File: config.mk
export PLATFORM = sky130hd
export DESIGN_NAME = alu_seq_flat
export DESIGN_NICKNAME = d
export VERILOG_FILES = /design/src/rtl/alu_seq_if.sv /design/src/rtl/alu_seq.sv /design/src/flat_wrapper.sv
export SDC_FILE = /design/constraint.sdc
export NUM_CORES = 1
export LEC_CHECK = 0
export BUFFER_PORTS_ARGS = -buffer_cell sky130_fd_sc_hd__buf_2
export CORE_ASPECT_RATIO = 0.75
export CORE_MARGIN = 5
export CORE_UTILIZATION = 50
export DETAILED_ROUTE_END_ITERATION = 10
export GPL_TIMING_DRIVEN = 0
export MAX_ROUTING_LAYER = met4
export PLACE_DENSITY = 0.76
export SETUP_SLACK_MARGIN = 0.5
export SLEW_MARGIN = 0
export SYNTH_ARGS = -nofsm -noshare
export SYNTH_HDL_FRONTEND = slang
export SYNTH_SLANG_ARGS = --single-unit
File: constraint.sdc
create_clock -name clk -period 9 [get_ports clk]
set_clock_uncertainty 0.15 [all_clocks]
set_input_delay 0.9 -clock clk [delete_from_list [all_inputs] [get_ports clk]]
set_output_delay 0.9 -clock clk [all_outputs]
set_load 0.02 [all_outputs]
File: src/rtl/alu_seq_if.sv
// Operand-issue / writeback handshake bundle for alu_seq.
// The slave modport is the ALU side.
interface alu_seq_if #(
    parameter int unsigned N = 8
);
    logic         in_valid;
    logic         in_ready;
    logic [N-1:0] a;
    logic [N-1:0] b;
    logic [3:0]   op;
    logic         out_valid;
    logic         out_ready;
    logic [N-1:0] y;
    logic [N-1:0] y_hi;
    logic         carry;
    logic         zero;
    logic         neg;
    logic         ovf;
    logic         err;

    modport master (
        output in_valid, a, b, op, out_ready,
        input  in_ready, out_valid, y, y_hi, carry, zero, neg, ovf, err
    );

    modport slave (
        input  in_valid, a, b, op, out_ready,
        output in_ready, out_valid, y, y_hi, carry, zero, neg, ovf, err
    );
endinterface

File: src/rtl/alu_seq.sv
// N-bit ALU with valid/ready on both sides, registered result and flags,
// and an optional iterative shift-add unsigned multiplier (MULU, N cycles).
module alu_seq #(
    parameter int unsigned N      = 8,
    parameter bit          MUL_EN = 1'b1
) (
    input  logic       clk,
    input  logic       rst,
    alu_seq_if.slave   bus
);
    localparam int unsigned SW = $clog2(N);

    localparam logic [3:0] OP_ADD  = 4'd0;
    localparam logic [3:0] OP_SUB  = 4'd1;
    localparam logic [3:0] OP_AND  = 4'd2;
    localparam logic [3:0] OP_OR   = 4'd3;
    localparam logic [3:0] OP_XOR  = 4'd4;
    localparam logic [3:0] OP_SLT  = 4'd5;
    localparam logic [3:0] OP_SLTU = 4'd6;
    localparam logic [3:0] OP_SLL  = 4'd7;
    localparam logic [3:0] OP_SRL  = 4'd8;
    localparam logic [3:0] OP_SRA  = 4'd9;
    localparam logic [3:0] OP_MULU = 4'd10;

    typedef enum logic [1:0] {IDLE, BUSY, HOLD} state_t;

    state_t         state;
    logic [N-1:0]   y_q;
    logic [N-1:0]   y_hi_q;
    logic           carry_q;
    logic           zero_q;
    logic           neg_q;
    logic           ovf_q;
    logic           err_q;
    logic [N-1:0]   mcand;
    logic [2*N-1:0] prod;
    logic [N-1:0]   cnt;

    logic           in_ready_c;
    logic           accept_c;
    logic           is_mul_c;
    logic [SW-1:0]  sh_c;
    logic           sh_big_c;
    logic [N:0]     sum_add_c;
    logic [N:0]     sum_sub_c;
    logic [N-1:0]   r_y_c;
    logic           r_carry_c;
    logic           r_ovf_c;
    logic           r_err_c;
    logic [N:0]     hi_sum_c;
    logic [2*N-1:0] prod_next_c;

    // in_ready follows out_ready while a result is parked in HOLD
    assign in_ready_c = (state == IDLE) || ((state == HOLD) && bus.out_ready);
    assign accept_c   = bus.in_valid && in_ready_c;
    assign is_mul_c   = MUL_EN && (bus.op == OP_MULU);

    assign bus.in_ready  = in_ready_c;
    assign bus.out_valid = (state == HOLD);
    assign bus.y         = y_q;
    assign bus.y_hi      = y_hi_q;
    assign bus.carry     = carry_q;
    assign bus.zero      = zero_q;
    assign bus.neg       = neg_q;
    assign bus.ovf       = ovf_q;
    assign bus.err       = err_q;

    assign sh_c      = bus.b[SW-1:0];
    assign sh_big_c  = (32'(sh_c) >= 32'(N));
    assign sum_add_c = {1'b0, bus.a} + {1'b0, bus.b};
    assign sum_sub_c = {1'b0, bus.a} + {1'b0, ~bus.b} + (N+1)'(1);

    // single-cycle result; illegal ops leave everything at zero and raise err
    always_comb begin
        r_y_c     = '0;
        r_carry_c = 1'b0;
        r_ovf_c   = 1'b0;
        r_err_c   = 1'b0;
        case (bus.op)
            OP_ADD: begin
                r_y_c     = sum_add_c[N-1:0];
                r_carry_c = sum_add_c[N];
                r_ovf_c   = (bus.a[N-1] == bus.b[N-1]) && (sum_add_c[N-1] != bus.a[N-1]);
            end
            OP_SUB: begin
                r_y_c     = sum_sub_c[N-1:0];
                r_carry_c = sum_sub_c[N];
                r_ovf_c   = (bus.a[N-1] != bus.b[N-1]) && (sum_sub_c[N-1] != bus.a[N-1]);
            end
            OP_AND:  r_y_c = bus.a & bus.b;
            OP_OR:   r_y_c = bus.a | bus.b;
            OP_XOR:  r_y_c = bus.a ^ bus.b;
            OP_SLT:  r_y_c = N'($signed(bus.a) < $signed(bus.b));
            OP_SLTU: r_y_c = N'(bus.a < bus.b);
            OP_SLL:  r_y_c = sh_big_c ? '0 : (bus.a << sh_c);
            OP_SRL:  r_y_c = sh_big_c ? '0 : (bus.a >> sh_c);
            OP_SRA:  r_y_c = sh_big_c ? {N{bus.a[N-1]}} : N'($signed(bus.a) >>> sh_c);
            default: r_err_c = 1'b1;
        endcase
    end

    // one shift-add step: add multiplicand into the high half, shift right
    assign hi_sum_c    = {1'b0, prod[2*N-1:N]} + (prod[0] ? {1'b0, mcand} : '0);
    assign prod_next_c = {hi_sum_c, prod[N-1:1]};

    always_ff @(posedge clk) begin
        if (rst) begin
            state   <= IDLE;
            y_q     <= '0;
            y_hi_q  <= '0;
            carry_q <= 1'b0;
            zero_q  <= 1'b0;
            neg_q   <= 1'b0;
            ovf_q   <= 1'b0;
            err_q   <= 1'b0;
            mcand   <= '0;
            prod    <= '0;
            cnt     <= '0;
        end else if (accept_c) begin
            if (is_mul_c) begin
                mcand <= bus.a;
                prod  <= {N'(0), bus.b};
                cnt   <= '0;
                state <= BUSY;
            end else begin
                y_q     <= r_y_c;
                y_hi_q  <= '0;
                carry_q <= r_carry_c;
                zero_q  <= (r_y_c == '0);
                neg_q   <= r_y_c[N-1];
                ovf_q   <= r_ovf_c;
                err_q   <= r_err_c;
                state   <= HOLD;
            end
        end else begin
            case (state)
                BUSY: begin
                    prod <= prod_next_c;
                    if (cnt == N'(N-1)) begin
                        cnt     <= '0;
                        y_q     <= prod_next_c[N-1:0];
                        y_hi_q  <= prod_next_c[2*N-1:N];
                        carry_q <= 1'b0;
                        zero_q  <= (prod_next_c == '0);
                        neg_q   <= prod_next_c[2*N-1];
                        ovf_q   <= (prod_next_c[2*N-1:N] != '0);
                        err_q   <= 1'b0;
                        state   <= HOLD;
                    end else begin
                        cnt <= cnt + N'(1);
                    end
                end
                HOLD: if (bus.out_ready) state <= IDLE;
                default: ;
            endcase
        end
    end
endmodule

File: src/flat_wrapper.sv
// flat-port wrapper written by rule: the top's interface ports become plain ports
module alu_seq_flat 
#(
    parameter int unsigned N      = 8,
    parameter bit          MUL_EN = 1'b1
)
  (clk, rst, bus_in_valid, bus_a, bus_b, bus_op, bus_out_ready, bus_in_ready, bus_out_valid, bus_y, bus_y_hi, bus_carry, bus_zero, bus_neg, bus_ovf, bus_err);
  alu_seq_if #(.N(N)) bus_i ();
  input  logic clk;
  input  logic rst;
  input wire logic [$bits(bus_i.in_valid)-1:0] bus_in_valid;
  input wire logic [$bits(bus_i.a)-1:0] bus_a;
  input wire logic [$bits(bus_i.b)-1:0] bus_b;
  input wire logic [$bits(bus_i.op)-1:0] bus_op;
  input wire logic [$bits(bus_i.out_ready)-1:0] bus_out_ready;
  output wire logic [$bits(bus_i.in_ready)-1:0] bus_in_ready;
  output wire logic [$bits(bus_i.out_valid)-1:0] bus_out_valid;
  output wire logic [$bits(bus_i.y)-1:0] bus_y;
  output wire logic [$bits(bus_i.y_hi)-1:0] bus_y_hi;
  output wire logic [$bits(bus_i.carry)-1:0] bus_carry;
  output wire logic [$bits(bus_i.zero)-1:0] bus_zero;
  output wire logic [$bits(bus_i.neg)-1:0] bus_neg;
  output wire logic [$bits(bus_i.ovf)-1:0] bus_ovf;
  output wire logic [$bits(bus_i.err)-1:0] bus_err;
  assign bus_i.in_valid = bus_in_valid;
  assign bus_i.a = bus_a;
  assign bus_i.b = bus_b;
  assign bus_i.op = bus_op;
  assign bus_i.out_ready = bus_out_ready;
  assign bus_in_ready = bus_i.in_ready;
  assign bus_out_valid = bus_i.out_valid;
  assign bus_y = bus_i.y;
  assign bus_y_hi = bus_i.y_hi;
  assign bus_carry = bus_i.carry;
  assign bus_zero = bus_i.zero;
  assign bus_neg = bus_i.neg;
  assign bus_ovf = bus_i.ovf;
  assign bus_err = bus_i.err;
  alu_seq #(.N(N), .MUL_EN(MUL_EN)) u_core (.clk(clk), .rst(rst), .bus(bus_i));
endmodule
=== After elaboration in Yosys (flattened, before gate mapping) ===
Cells that the tools add are included.

* Bits in registers: 55
* Word-level logic and storage cells: 107
* Output and inout bits: 23
* Input port bits: 24

* Bitwise logic cells: 4
* Add/subtract/negate cells: 5
* Reduce and logical (&&, ||, !) cells: 18
* Order comparisons: 2
* Equality and inequality tests: 21
* Muxes and demuxes: 43
* Shift-type cells: 3

{| class="wikitable"
|+ Operators by type and width
! operator !! number
|-
| $mux 8 || 13
|-
| $pmux 8 s10 || 1
|-
| $mux 16 || 3
|-
| $mux 1 || 19
|-
| $add 8x8->9 || 2
|-
| $eq 4x3->1 const B || 4
|-
| $logic_not 16->1 || 1
|-
| $lt 8x8->1 || 2
|-
| $eq 4x4->1 const B || 3
|-
| $reduce_or 10->1 || 1
|-
| $add 8x9->9 || 1
|-
| $add 9x1->9 const B || 1
|-
| $add 8x1->8 const B || 1
|-
| $and 8x8->8 || 1
|-
| $eq 4x2->1 const B || 2
|-
| $eq 8x3->1 const B || 1
|-
| $logic_not 8->1 || 1
|-
| $mux 2 || 4
|-
| $not 8->8 || 1
|-
| $or 8x8->8 || 1
|-
| $reduce_bool 8->1 || 1
|-
| $shl 8x3->8 || 1
|-
| $shr 8x3->8 || 1
|-
| $sshr 8x3->8 || 1
|-
| 19 further kinds || 29
|}

=== Logic depth before layout (Yosys ltp) ===
Gate-level depths: netlist of run 1.

* Depth in word-level cells: 8
* Mapped depth: 11

=== Worst setup path after synthesis of run 1 ===
Ideal clock, no wire load.

* Kind: input to register
* Start point: input bus_b[1]
* End point: register u_core.zero_q, in the netlist u_core.bus.zero
* Slack: 5405 ps
* Library setup time: 88 ps
* Path buffers: 2
* Data required time: 8762 ps
* Arrival time: 3357 ps
* Stages on the path: 11
* Cells stage by stage: buf_6 buf_2 inv_1 ha_1 or2_2 a221oi_1 nor2_1 a21oi_1 nand4_1 or4_1 o32ai_2

* Word-level cells in the longest chain between the ends: 7
* Elaborated cells on any way between the ends: 16

{| class="wikitable"
|+ RTL lines
! what !! RTL line !! RTL
|-
| start, declared || flat_wrapper.sv:13 || <nowiki>input wire logic [$bits(bus_i.b)-1:0] bus_b;</nowiki>
|-
| $not 8->8 || alu_seq.sv:71 || <nowiki>assign sum_sub_c = {1'b0, bus.a} + {1'b0, ~bus.b} + (N+1)'(1);</nowiki>
|-
| $add 8x8->9 || alu_seq.sv:71 ||
|-
| $add 9x1->9 || alu_seq.sv:71 ||
|-
| $pmux 8 s10 * || alu_seq.sv:79 || <nowiki>case (bus.op)</nowiki>
|-
| $logic_not 8->1 * || alu_seq.sv:129 || <nowiki>zero_q <= (r_y_c == '0);</nowiki>
|-
| $mux 1 * || alu_seq.sv:120 || <nowiki>if (is_mul_c) begin</nowiki>
|-
| $mux 1 * || alu_seq.sv:119 || <nowiki>end else if (accept_c) begin</nowiki>
|-
| end signal, assigned || alu_seq.sv:129 ||
|-
| end signal, assigned || alu_seq.sv:144 || <nowiki>zero_q <= (prod_next_c == '0);</nowiki>
|-
| end, declared || alu_seq.sv:31 || <nowiki>logic zero_q;</nowiki>
|}

Every way passes the cells marked *; elsewhere a longest branch is shown, timed or not. The select of a mux whose other input is x is not followed.
A chain may end at the register's enable or synchronous reset.

=== Worst setup path in the final report of run 1 ===
* Start point: input bus_b[1]
* End point: register u_core.neg_q, in the netlist u_core.bus.neg

* Word-level cells in the longest chain between the ends: 6
* Elaborated cells on any way between the ends: 10

{| class="wikitable"
|+ RTL lines
! what !! RTL line !! RTL
|-
| $not 8->8 || alu_seq.sv:71 ||
|-
| $add 8x8->9 || alu_seq.sv:71 ||
|-
| $add 9x1->9 || alu_seq.sv:71 ||
|-
| $pmux 8 s10 * || alu_seq.sv:79 ||
|-
| $mux 1 * || alu_seq.sv:120 ||
|-
| $mux 1 * || alu_seq.sv:119 ||
|-
| end signal, assigned || alu_seq.sv:130 || <nowiki>neg_q <= r_y_c[N-1];</nowiki>
|-
| end signal, assigned || alu_seq.sv:145 || <nowiki>neg_q <= prod_next_c[2*N-1];</nowiki>
|-
| end, declared || alu_seq.sv:32 || <nowiki>logic neg_q;</nowiki>
|}

Marks and branches as above.

==> results.json, run 1 <==
{
  "seq_area_frac_synth": 0.2309,
  "syn_inst": 608,
  "antenna_found_initial": 0,
  "clockBufferDepth": 2,
  "setup_violations": 0,
  "clk_pin_slew_worst_paths_ps": 70,
  "end_kind": "flop",
  "final_nets": 721,
  "hold_violations": 0,
  "cts_resized": 0,
  "synth-adder-area-share": 0.1097,
  "syn-cell-area_um2": 4768,
  "slew_headroom": 0.2749,
  "synth_top_family_by_area": "simple AND/OR/NAND/NOR gates",
  "cts_tree": "built",
  "p_leak_uw": 0.002209,
  "drc": 0,
  "wl_per_cell_um": 19.48,
  "final_common_cell": "nor2_1",
  "coreArea_um2": 9196,
  "syn_to_final_growth_pct": 10.84,
  "synth-edff-count": 0,
  "place_hpwl_um": 11690,
  "vdd_drop_max_v": 0.00007331,
  "cts.sinks": 55,
  "via_count": 4948,
  "gp_congestion": 1.015,
  "hold_slack_ps": 299.0,
  "worst-r2r-setup-slack_ps": 5610,
  "first_pass_iters": 6,
  "status": "finished, final reports clean",
  "slew_viol_final": 0,
  "wl_um": 15310,
  "yosys_warnings": 0,
  "hold_buffers": 0,
  "die_area_um2": 11610,
  "maxCapViolations": 0,
  "synth_compound_area_frac": 0.2417,
  "layout_common_cells": "nor2_1, nand2_1, dfxtp_1",
  "grt-ovfl-total": 0,
  "placementRows": 30,
  "drive_above_1_share": 0.1322,
  "drtIter0Drc": 651,
  "die_h_um": 94.57,
  "grt_pass1_wl_um": 24150,
  "cp-start-kind": "primary input",
  "rsz0062_at_grt": "no",
  "grt_pass1_vias": 4487,
  "synth.avg_cell_area_um2": 7.843,
  "io_pins": 47,
  "min_period_over_period": 0.4869,
  "hold_path_class": "reg -> reg",
  "synth-xor-area-share": 0.01469,
  "regToRegEndpoint": "u_core.bus.ovf$_SDFFE_PP0P_",
  "synthSimpleGateAreaFrac": 0.2548,
  "fin_tns_setup_ps": 0,
  "htree_num_levels": 2,
  "cts_root_buf": "clkbuf_16",
  "grt_max_degree": 17,
  "post-route-min-period_ps": 4382,
  "vias_per_cell": 6.295,
  "synth_seq_cells": 55,
  "synth_flop_cell": "dfxtp_1",
  "power-per-cell-area_nw_per_um2": 122.9,
  "max_freq_ghz": 0.2282,
  "grt_usage": 0.2734,
  "hold_end": "u_core.mcand[2]$_SDFFE_PP0P_",
  "r2r-start": "u_core.prod[0]$_SDFFE_PP0P_",
  "hp-start": "u_core.mcand[2]$_SDFFE_PP0P_",
  "synth_mux_area_frac": 0.06691,
  "path_max_fanout": 10,
  "n_antenna_cell": 0,
  "io_buffers": 42,
  "ant_nets": 0,
  "cts_setup_buffers": 0,
  "cts_buffers": 5,
  "r2r_cells": 11,
  "worstSetupPathType": "in -> reg",
  "clk_latency_ps": 300,
  "yosysUniqueCellTypes": 73,
  "die_x_um": 122.8,
  "tightest_slew_ps": 1085,
  "async_flop_share": 0,
  "crit_required_ps": 9040,
  "synth_nets": 672,
  "worstHoldPathCells": 2,
  "start_util": 0.5185,
  "cp.arrival_ps": 4420
}
worst max-delay path: stages:
cell	delay, ps
buf_2	150
buf_6	150
buf_2	260
inv_1	210
ha_1	390
a211oi_1	520
o21ai_0	230
a221oi_1	490
mux2i_1	140
nor4b_1	580
nand2_1	160
a32o_1	230
report_power, final:
| group | internal (uW) | switching [uW] | leakage (uW) |
|---|---|---|---|
| registers | 251 | 5.38 | 0.000445 |
| clock network | 102 | 90.9 | 0.0000733 |
| logic | 71.5 | 129 | 0.00169 |
| total | 424 | 225 | 0.00221 |
layout make-up:
cell class              count  area (um2)
clock buffers               5       125.1
multi-input cells         477        3286
flip-flops and latches     55        1101
inverters                  34       127.6
fillers                   872        3911
plain buffers              42       260.3
repair buffers             42       210.2
well taps                 128       160.2
clock inverters             3       15.01
cell usage after synthesis, types with 8 or more instances:
| cell | n | share of area |
|---|---|---|
| a21oi_1 | 43 | 0.045 |
| dfxtp_1 | 55 | 0.23 |
| a22oi_1 | 17 | 0.027 |
| nor3_1 | 11 | 0.012 |
| inv_1 | 34 | 0.027 |
| a311oi_1 | 10 | 0.018 |
| and2_1 | 10 | 0.013 |
| clkbuf_1 | 24 | 0.019 |
| ha_1 | 37 | 0.097 |
| nor2b_1 | 10 | 0.013 |
| nand2_1 | 65 | 0.051 |
| nor2_1 | 71 | 0.056 |
| mux2i_1 | 9 | 0.019 |
| nand2b_1 | 8 | 0.010 |
| nand3_1 | 15 | 0.016 |
| o21ai_0 | 23 | 0.024 |
metal layers:
layer | global-route usage | part of all wire
met2 | 0.3843 | 0.42
met3 | 0.07485 | 0.12
met1 | 0.3942 | 0.45
met5 | - | 0
met4 | 0.04660 | 0.011
state kept, by name (all words and copies together), names as in the netlist:
name,flops
u_core.prod,16
u_core.bus.y,8
u_core.bus.y_hi,8
u_core.cnt,8
u_core.mcand,8
u_core.state,2
u_core.bus.carry,1
u_core.bus.err,1
u_core.bus.neg,1
u_core.bus.ovf,1
u_core.bus.zero,1
stage by stage:
step                cell area, um2  total power [uW]    util  std cells  worst slack, ps
floorplan                     4768             395.0       -        608             5405
finish                        5285             649.5  0.5747        786             4618
global placement              5139             451.9  0.5588        778             4461
detailed placement            5139             455.2  0.5588        778             4421
global route                  5285             675.3  0.5747        786             4472
CTS                           5279             642.4  0.5740        786             4738
worst max path at each step:
stage	from	endpoint	cells after the start
CTS	bus_b[1]	u_core.bus.neg$_SDFFE_PP0P_	12
detailed placement	bus_b[1]	u_core.bus.neg$_SDFFE_PP0P_	12
floorplan	bus_b[1]	u_core.bus.zero$_SDFFE_PP0P_	11
global route	bus_b[1]	u_core.bus.neg$_SDFFE_PP0P_	12
global placement	bus_b[1]	u_core.bus.neg$_SDFFE_PP0P_	12
finish	bus_b[1]	u_core.bus.neg$_SDFFE_PP0P_	12
cell families (layout without fill, tap and decap cells):
| kind of cell | Yosys count | count (layout) |
|---|---|---|
| mux | 21 | 21 |
| flops | 55 | 55 |
| simple gates | 242 | 242 |
| fa+ha+maj | 40 | 40 |
| compound gates | 166 | 166 |
| xor+xnor | 8 | 8 |
| buf+inv | 76 | 126 |
No activity file was read; power rests on OpenSTA's default activity.
==> inputs of run 2 (changes only) <==
- ABC_AREA: default -> 1
- clock period: 9 -> 4.52 ns (I/O delays scaled with it)
==> results.json, run 2 <==
{
  "largest_reg_flops": 16,
  "rsz0062_at_grt": "no",
  "path_max_fanout": 9,
  "first_pass_iters": 6,
  "grt-ovfl-total": 0,
  "syn-cell-area_um2": 4736,
  "cts_tree": "built",
  "clk_latency_ps": 300,
  "async_flop_share": 0,
  "cts_setup_buffers": 0,
  "vias_per_cell": 5.608,
  "worst-r2r-setup-slack_ps": 1590,
  "regArea_um2": 1101,
  "synth_commonest_cells": "nand2_1, nand3_1, inv_1, nor2_1, dfxtp_1",
  "final_nets": 901,
  "die_x_um": 122.4,
  "cts_root_buf": "clkbuf_16",
  "cp-start-kind": "flop",
  "status": "finished, final reports clean",
  "wl_um": 15600,
  "tightest_slew_ps": 685.4,
  "wl_per_cell_um": 16.14,
  "yosysMostFrequentCell": "nand2_1",
  "drc": 0,
  "antenna_found_initial": 0,
  "drtIter0Drc": 603,
  "cts.sinks": 55,
  "hold_path_class": "in -> reg",
  "final_cell_area_um2": 5271,
  "yosys_warnings": 0,
  "vdd_drop_max_v": 0.0002324,
  "seq_area_frac_synth": 0.2325,
  "clk_pin_slew_worst_paths_ps": 80,
  "critPathMaxStageDelay_ps": 410,
  "crit_required_ps": 4530,
  "crit_top_cell": "nand2_1",
  "slew_viol_final": 0,
  "cp.arrival_ps": 2930,
  "yosysUniqueCellTypes": 36,
  "gp_congestion": 1.013,
  "cts_buffers": 5,
  "drive_above_1_share": 0.1026,
  "min_period_over_period": 0.6477,
  "die_h_um": 94.29,
  "die_area_um2": 11540,
  "fin_cells": 966,
  "via_count": 5417,
  "end_kind": "flop",
  "syn_to_final_growth_pct": 11.31,
  "synth_top_area_share": 0.2325,
  "post-route-min-period_ps": 2928,
  "cts_resized": 0,
  "fill_cells": 962,
  "setup_violations": 0,
  "io_buffers": 45,
  "place_hpwl_um": 12450,
  "placementRows": 30,
  "layout_common_cells": "nand2_1, nand3_1, inv_1",
  "ant_nets": 0,
  "synth.largest_area_cell": "dfxtp_1",
  "synthTopCellsByArea": "dfxtp_1, nand2_1, nand3_1",
  "max_freq_ghz": 0.3416,
  "dpl_cell_area_um2": 5121,
  "clockBufferDepth": 2,
  "worstPathCellList": "clkbuf_1 > nand2_1 > inv_1 > ha_1 > inv_1 > fa_1 > inv_1 > nand3_1 > nand2_1 > nand2_1 > nand2_1 > nand2_1 > nor2_1 > nand4_1 > nor2_1 > nand2_1 > nand3_1 > a21oi_1",
  "fin_tns_setup_ps": 0,
  "maxCapViolations": 0,
  "multiInputGateArea_um2": 3098,
  "grt_pass1_wl_um": 25040,
  "synth_seq_cells": 55,
  "power-per-cell-area_nw_per_um2": 280.3,
  "grt_usage": 0.2836,
  "final_common_cell": "nand2_1",
  "hold_violations": 0,
  "worstSetupPathType": "reg -> reg",
  "synth.avg_cell_area_um2": 6.033,
  "start_util": 0.5171,
  "slew_headroom": 0.5431,
  "regMostFlops": "u_core.prod",
  "n_antenna_cell": 0,
  "coreArea_um2": 9159,
  "synth-edff-count": 0,
  "htree_num_levels": 2,
  "p_leak_uw": 0.002693,
  "grt_max_degree": 19,
  "power_uw": 1478,
  "placed_cells": 958,
  "cpMaxStageDelayCell": "fa_1",
  "syn_inst": 785,
  "hold_buffers": 0,
  "synth_nets": 849,
  "io_pins": 47,
  "grt_pass1_vias": 4877,
  "synth_flop_cell": "dfxtp_1"
}
-- run 2: logic make-up (layout without fill, tap and decap cells) --
group	Yosys count	after routing	share of synthesized area
AO/OA/AOI/OAI	128	128	0.1437
buffers and inverters	127	180	0.1133
XOR/XNOR	6	6	0.01110
AND/OR/NAND/NOR	429	429	0.3889
adder cells (fa/ha/maj)	40	40	0.1104
flip-flops	55	55	0.2325
-- run 2: through the flow --
step                hold slack (ps)  setup slack, ps  utilization
floorplan                     293.3             2187            -
global placement              299.2             1643       0.5592
detailed placement            303.5             1607       0.5592
CTS                           313.4             1683       0.5755
global route                  331.9             1334       0.5755
finish                        311.0             1592       0.5755
-- run 2: path summary, 6_finish.rpt --
| check | startpoint | to | depth (start not counted) |
|---|---|---|---|
| worst max-delay path | u_core.prod[0]$_SDFFE_PP0P_ | u_core.bus.ovf$_SDFFE_PP0P_ | 18 |
| worst max register to register | u_core.prod[0]$_SDFFE_PP0P_ | u_core.bus.ovf$_SDFFE_PP0P_ | 18 |
| worst min-delay path | bus_b[3] | u_core.prod[3]$_SDFFE_PP0P_ | 3 |
| worst min register to register | u_core.bus.carry$_SDFFE_PP0P_ | u_core.bus.carry$_SDFFE_PP0P_ | 2 |
-- run 2: routing by layer --
metal	global-route usage	part of all wire	vias up
li1	-	-	2666
met3	0.09512	0.12	18
met2	0.3759	0.39	281
met1	0.4172	0.47	2452
met5	-	0	-
met4	0.04660	0.012	0
-- run 2: report_power, final --
group	switching [uW]	internal [uW]
Clock	189	208
Sequential	26.2	527
Combinational	365	162
-- run 2: cell type report --
type,count,area share
clock buffers,5,0.02374
inverters,97,0.06907
plain buffers,30,0.03276
well taps,128,0.03038
repair buffers,45,0.04272
multi-input cells,603,0.5877
flip-flops and latches,55,0.2089
clock inverters,3,0.004747
-- run 2: critical path: cells and delay by family, from the launching register on --
family | cells | cell delay (ps)
fa+ha+maj | 2 | 610
compound gates | 1 | 60
flops | 1 | 320
buf+inv | 4 | 540
simple gates | 11 | 1110
